[config.mk]
export PLATFORM = sky130hd
export DESIGN_NAME = intr_ctrl
export DESIGN_NICKNAME = d
export VERILOG_FILES = /design/src/rtl/otter_intc_pkg.sv /design/src/rtl/intc_sync_edge.sv /design/src/rtl/intr_ctrl.sv
export SDC_FILE = /design/constraint.sdc
export NUM_CORES = 1
export LEC_CHECK = 0
export BUFFER_PORTS_ARGS = -buffer_cell sky130_fd_sc_hd__buf_2
export CELL_PAD_IN_SITES_DETAIL_PLACEMENT = 0
export CELL_PAD_IN_SITES_GLOBAL_PLACEMENT = 2
export CORE_MARGIN = 4
export CORE_UTILIZATION = 30
export CTS_CLUSTER_DIAMETER = 120
export DETAILED_ROUTE_END_ITERATION = 10
export PLACE_DENSITY = 0.83
export SYNTH_ARGS = -nofsm -noshare
export SYNTH_HDL_FRONTEND = slang
export SYNTH_SLANG_ARGS = --single-unit
[constraint.sdc]
create_clock -name INTC_CLK -period 1.2 [get_ports INTC_CLK]
set_input_delay 0.12 -clock INTC_CLK [delete_from_list [all_inputs] [get_ports INTC_CLK]]
set_output_delay 0.12 -clock INTC_CLK [all_outputs]
set_load 0.02 [all_outputs]
[src/rtl/otter_intc_pkg.sv]
// Shared types and constants for the OTTER interrupt controller.
package otter_intc_pkg;

    typedef enum logic [1:0] {
        INTC_IDLE,
        INTC_TAKE,
        INTC_ISR
    } intc_state_t;

    localparam int INTC_NUM_SRC_DEF = 4;

    // Widest supported source count; the top slices this down to NUM_SRC.
    localparam logic [7:0] INTC_MASK_RST = 8'hFF;

endpackage

[src/rtl/intc_sync_edge.sv]
// Two-flop synchronizer, history flop and rising-edge detector for one
// asynchronous interrupt line.
module intc_sync_edge (
    input  logic i_clk,
    input  logic i_rst_n,
    input  logic i_d,
    output logic o_rise
);

    logic       r_s1;
    logic       r_s2;
    logic       r_s3;
    logic [2:0] r_warm;

    always_ff @(posedge i_clk or negedge i_rst_n) begin
        if (!i_rst_n) begin
            r_s1   <= 1'b0;
            r_s2   <= 1'b0;
            r_s3   <= 1'b0;
            r_warm <= 3'b000;
        end else begin
            r_s1   <= i_d;
            r_s2   <= r_s1;
            r_s3   <= r_s2;
            r_warm <= {r_warm[1:0], 1'b1};
        end
    end

    // Until the history flop holds a real sample, a line already high at
    // reset release would look like a fresh edge; suppress it.
    assign o_rise = r_s2 & ~r_s3 & r_warm[2];

endmodule

[src/rtl/intr_ctrl.sv]
// Interrupt controller: pending/mask registers, fixed-priority select and
// the take/in-service sequencer feeding the CSR trap path.
module intr_ctrl
    import otter_intc_pkg::*;
#(
    parameter int NUM_SRC = INTC_NUM_SRC_DEF,
    parameter int CW      = $clog2(NUM_SRC)
) (
    input  logic               INTC_CLK,
    input  logic               INTC_RST_N,
    input  logic [NUM_SRC-1:0] INTC_IRQ,
    input  logic               INTC_MIE,
    input  logic               INTC_BOUNDARY,
    input  logic               INTC_MRET_EXEC,
    input  logic               INTC_MASK_WE,
    input  logic [NUM_SRC-1:0] INTC_MASK_WD,
    output logic               INTC_INT_TAKEN,
    output logic [CW-1:0]      INTC_CAUSE,
    output logic [NUM_SRC-1:0] INTC_PENDING,
    output logic [NUM_SRC-1:0] INTC_MASK,
    output logic               INTC_IN_ISR
);

    localparam logic [NUM_SRC-1:0] MASK_RST = INTC_MASK_RST[NUM_SRC-1:0];

    logic [NUM_SRC-1:0] w_rise;
    logic [NUM_SRC-1:0] w_eligible;
    logic [NUM_SRC-1:0] w_clr;
    logic [NUM_SRC-1:0] r_pending;
    logic [NUM_SRC-1:0] r_mask;
    logic [CW-1:0]      w_winner;
    logic [CW-1:0]      r_cause;
    logic               w_take;
    intc_state_t        r_state;
    intc_state_t        w_state_nxt;

    for (genvar g = 0; g < NUM_SRC; g++) begin : g_src
        intc_sync_edge u_sync (
            .i_clk   (INTC_CLK),
            .i_rst_n (INTC_RST_N),
            .i_d     (INTC_IRQ[g]),
            .o_rise  (w_rise[g])
        );
    end

    assign w_eligible = r_pending & r_mask;

    // Scan high to low so the lowest set index is the one left standing.
    always_comb begin
        w_winner = '0;
        for (int i = NUM_SRC - 1; i >= 0; i--) begin
            if (w_eligible[i]) begin
                w_winner = CW'(i);
            end
        end
    end

    always_comb begin
        w_state_nxt = r_state;
        w_take      = 1'b0;
        case (r_state)
            INTC_IDLE: begin
                if ((|w_eligible) && INTC_MIE && INTC_BOUNDARY) begin
                    w_take      = 1'b1;
                    w_state_nxt = INTC_TAKE;
                end
            end
            INTC_TAKE: w_state_nxt = INTC_ISR;
            INTC_ISR: begin
                if (INTC_MRET_EXEC) begin
                    w_state_nxt = INTC_IDLE;
                end
            end
            default: w_state_nxt = INTC_IDLE;
        endcase
    end

    always_comb begin
        w_clr = '0;
        if (w_take) begin
            w_clr[w_winner] = 1'b1;
        end
    end

    always_ff @(posedge INTC_CLK or negedge INTC_RST_N) begin
        if (!INTC_RST_N) begin
            r_state <= INTC_IDLE;
        end else begin
            r_state <= w_state_nxt;
        end
    end

    // A rise arriving on the winner as it is taken re-pends it (set wins).
    always_ff @(posedge INTC_CLK or negedge INTC_RST_N) begin
        if (!INTC_RST_N) begin
            r_pending <= '0;
            r_mask    <= MASK_RST;
            r_cause   <= '0;
        end else begin
            r_pending <= (r_pending & ~w_clr) | w_rise;
            if (INTC_MASK_WE) begin
                r_mask <= INTC_MASK_WD;
            end
            if (w_take) begin
                r_cause <= w_winner;
            end
        end
    end

    assign INTC_INT_TAKEN = (r_state == INTC_TAKE);
    assign INTC_IN_ISR    = (r_state == INTC_ISR);
    assign INTC_CAUSE     = r_cause;
    assign INTC_PENDING   = r_pending;
    assign INTC_MASK      = r_mask;

endmodule

==> out/summary.txt <==
status = finished, violations left
failing checks = setup timing
routed wire length = 1670 µm
CTS HTree Levels = 1
fin cells = 133
HP Start = INTC_MASK_WD[2]
Comb power frac = 0.259
Sw Share = 0.309
TritonCTS clock tree = done
worst endpoint data arrival time = 1.43 ns
GP Congestion = 0.719
core area = 2850 µm²
final slew viol count = 0
# rows = 19
clock skew = 0.00125 ns
Mapped Nets = 76
r2r setup slk = -0.001 ns
fin worst setup slack = -0.00105 ns
HPWL after DPL = 1180 µm
Cell Area, Synth = 928 µm²
Synth warnings = 0
Slew HR = 0.618
Cell Int Power = 1.43 mW
Avg Cell Area, Syn = 15.0 µm²
Post-synth EDFFs = 0
final hold slack = 0.0189 ns
Final Cycle Share = 1.00
layout cells sized above 1 = 0.471
ys flop type = dfrtp_1
Peak VDD IR = 0.000915 V
worst-skew pair later-pin latency = 0.32 ns
Post-synth top cells = dfrtp_1, inv_1, nand2_1, dfstp_2, mux2_2
f_max = 833 MHz
CP Buf/Inv Count = 0
clock share of power = 0.194
slew of the pin with the lowest slew margin = 0.573 ns
ys async rst share = 1.00
Worst path max stage delay = 0.41 ns
CP required = 1.43 ns
clock sinks = 27
largest area contributor in the synthesized netlist = dfrtp_1
sequential share of power = 0.546
largest net degree at the start of global routing = 28
endpoint class of the critical path = register
clock tree buffer depth = 2
register area share after synthesis = 0.733
pwr dens = 1640 nW/µm²
post-synthesis cell count = 62
Detailed Routing Iterations Pass 1 = 3
via count = 628
most frequent cell after synthesis = dfrtp_1
Setup TNS = -0.00105 ns
drt drc = 0
initial antenna violation count = 0
multi-input combinational cell area = 231 µm²
hold path depth = 2
top cells by area in the synthesized netlist = dfrtp_1, dfstp_2, mux2_2, a32o_1, inv_1
Final Hold Vio Count = 0
CTS Buf Count = 3
die width = 63.6 µm
Yosys cell types = 20
Area growth syn-to-layout = 36.4%
num ports = 26
FF/Latch Area = 681 µm²
grt ovf = 0
DR vias/cell = 4.72
DR iter-0 viols = 16
Lkg Pwr = 0.602 nW
Crit path max-delay family = simple AND/OR/NAND/NOR gates
Die Ht = 63.6 µm
nets = 117
R2R Path End = INTC_PENDING[3]
Starting Density = 0.325
max_cap viols = 0
RSZ-0062 raised after global routing = true
NetSw = 0.643 mW
register bit total from synthesis = 27
Synth top area share = 0.620
die area = 4050 µm²
fillers = 275
GRT Util Overall = 0.0891
Worst Setup Start Kind = register
Util after Layout = 0.444
Critical R2R Launch = r_state[1]
clock root buffer = clkbuf_4
slowest CP cell = dfrtp_1
min Tclk post-route = 1.20 ns
WHS Endpoint = INTC_MASK[2]
wire length per cell = 12.5 µm
R2R cell count = 3
Setup-failing EPs final = 1
Hold WC Path Type = in -> reg
n_diodes = 0
vias in the first global route = 640
worst-path maximum fanout = 8
Antenna Nets Post-Route = 0
clk slew on worst S/H paths = 0.14 ns
critical path class = reg -> reg
placed insts = 117
critical path, cell by cell = and4bb_4, nand4_1, a32o_1
Port Buf Inserts = 25
first-pass GRT wire length = 2930 µm
-- metrics by stage --
stage,worst slack (ns),power (mW),cell area (µm²)
after floorplan,0.0511,1.43,928
after global placement,0.0148,1.59,1080
after detailed placement,-0.0232,1.61,1080
after CTS,-0.0218,2.08,1220
after global routing,-0.0549,2.21,1270
final,-0.00105,2.08,1270
-- state kept, by name, indices dropped and copies added (netlist names) --
name	cells
r_state	2
INTC_PENDING	4
INTC_MASK	4
g_src.u_sync.r_warm	3
g_src.u_sync.r_s1	4
g_src.u_sync.r_s3	4
g_src.u_sync.r_s2	4
INTC_CAUSE	2
-- worst max path at each step --
stage | from | to | slack [ns] | cells past startpoint
6_report | r_state[1] | INTC_PENDING[3] | -0.001 | 3
5_1_grt | r_state[0] | INTC_IN_ISR | -0.05 | 2
4_1_cts | r_state[1] | INTC_INT_TAKEN | -0.02 | 2
3_5_place_dp | r_state[1] | INTC_PENDING[3] | -0.02 | 3
3_3_place_gp | r_state[1] | INTC_PENDING[3] | 0.01 | 3
2_1_floorplan | r_state[1] | INTC_PENDING[3] | 0.05 | 4
-- power by group through the flow --
| stage | Sequential, mW | Clock (mW) | Combinational (mW) |
|---|---|---|---|
| 2_1_floorplan | 1.24 | 0 | 0.186 |
| 3_5_place_dp | 1.16 | 0 | 0.447 |
| 5_1_grt | 1.16 | 0.461 | 0.589 |
| 6_report | 1.13 | 0.403 | 0.539 |
| 3_3_place_gp | 1.15 | 0 | 0.440 |
| 4_1_cts | 1.14 | 0.430 | 0.517 |
-- layer usage --
metal,track usage,vias to the layer above,wire [µm]
li1,-,295,-
met1,0.107,311,695
met2,0.149,20,838
met3,0.0391,2,123
met4,0.0162,0,8
met5,0,-,0
-- area by class of cell --
class | count | share of cell area
well taps | 31 | 0.0306
clock buffers | 3 | 0.0178
clock inverters | 1 | 0.00692
repair buffers | 37 | 0.209
multi-input cells | 29 | 0.183
inverters | 5 | 0.0148
flip-flops and latches | 27 | 0.538
-- placed cells by master, fill, tap and decap left out --
cell           instances
and4bb_4               1
inv_6                  1
clkbuf_4               3
and2b_2                2
a21o_1                 1
dfrtp_1               23
dlygate4sd3_1          6
a21oi_1                2
buf_4                  5
nand3_1                1
o21a_1                 1
nand4_1                1
buf_6                  6
a22o_1                 2
a32oi_1                1
nand2_1                5
a22oi_2                1
buf_2                 20
mux2_2                 4
a32o_1                 3
inv_1                  5
o22ai_1                1
nand3_2                1
conb_1                 1
o2bb2ai_1              1
dfstp_2                4
-- timing repair --
| action | 4_1_cts | 5_1_grt |
|---|---|---|
| pin swaps | 1 | 4 |
| buffers inserted | 4 | 2 |
| hold buffers | 5 | 1 |
| endpoints found under the hold margin | 27 | 1 |
| setup endpoints to repair | 9 | 9 |
| gates resized for setup | 7 | 7 |
-- cell families (layout without fill, tap and decap cells) --
logic type | after synthesis | in the layout | share of synthesized area
compound gates | 13 | 13 | 0.112
buf+inv | 6 | 46 | 0.0323
flops | 27 | 27 | 0.733
mux | 4 | 4 | 0.0485
other cells | 1 | 1 | 0.00404
simple gates | 11 | 11 | 0.0701
Power figures use the tool's default switching activity.
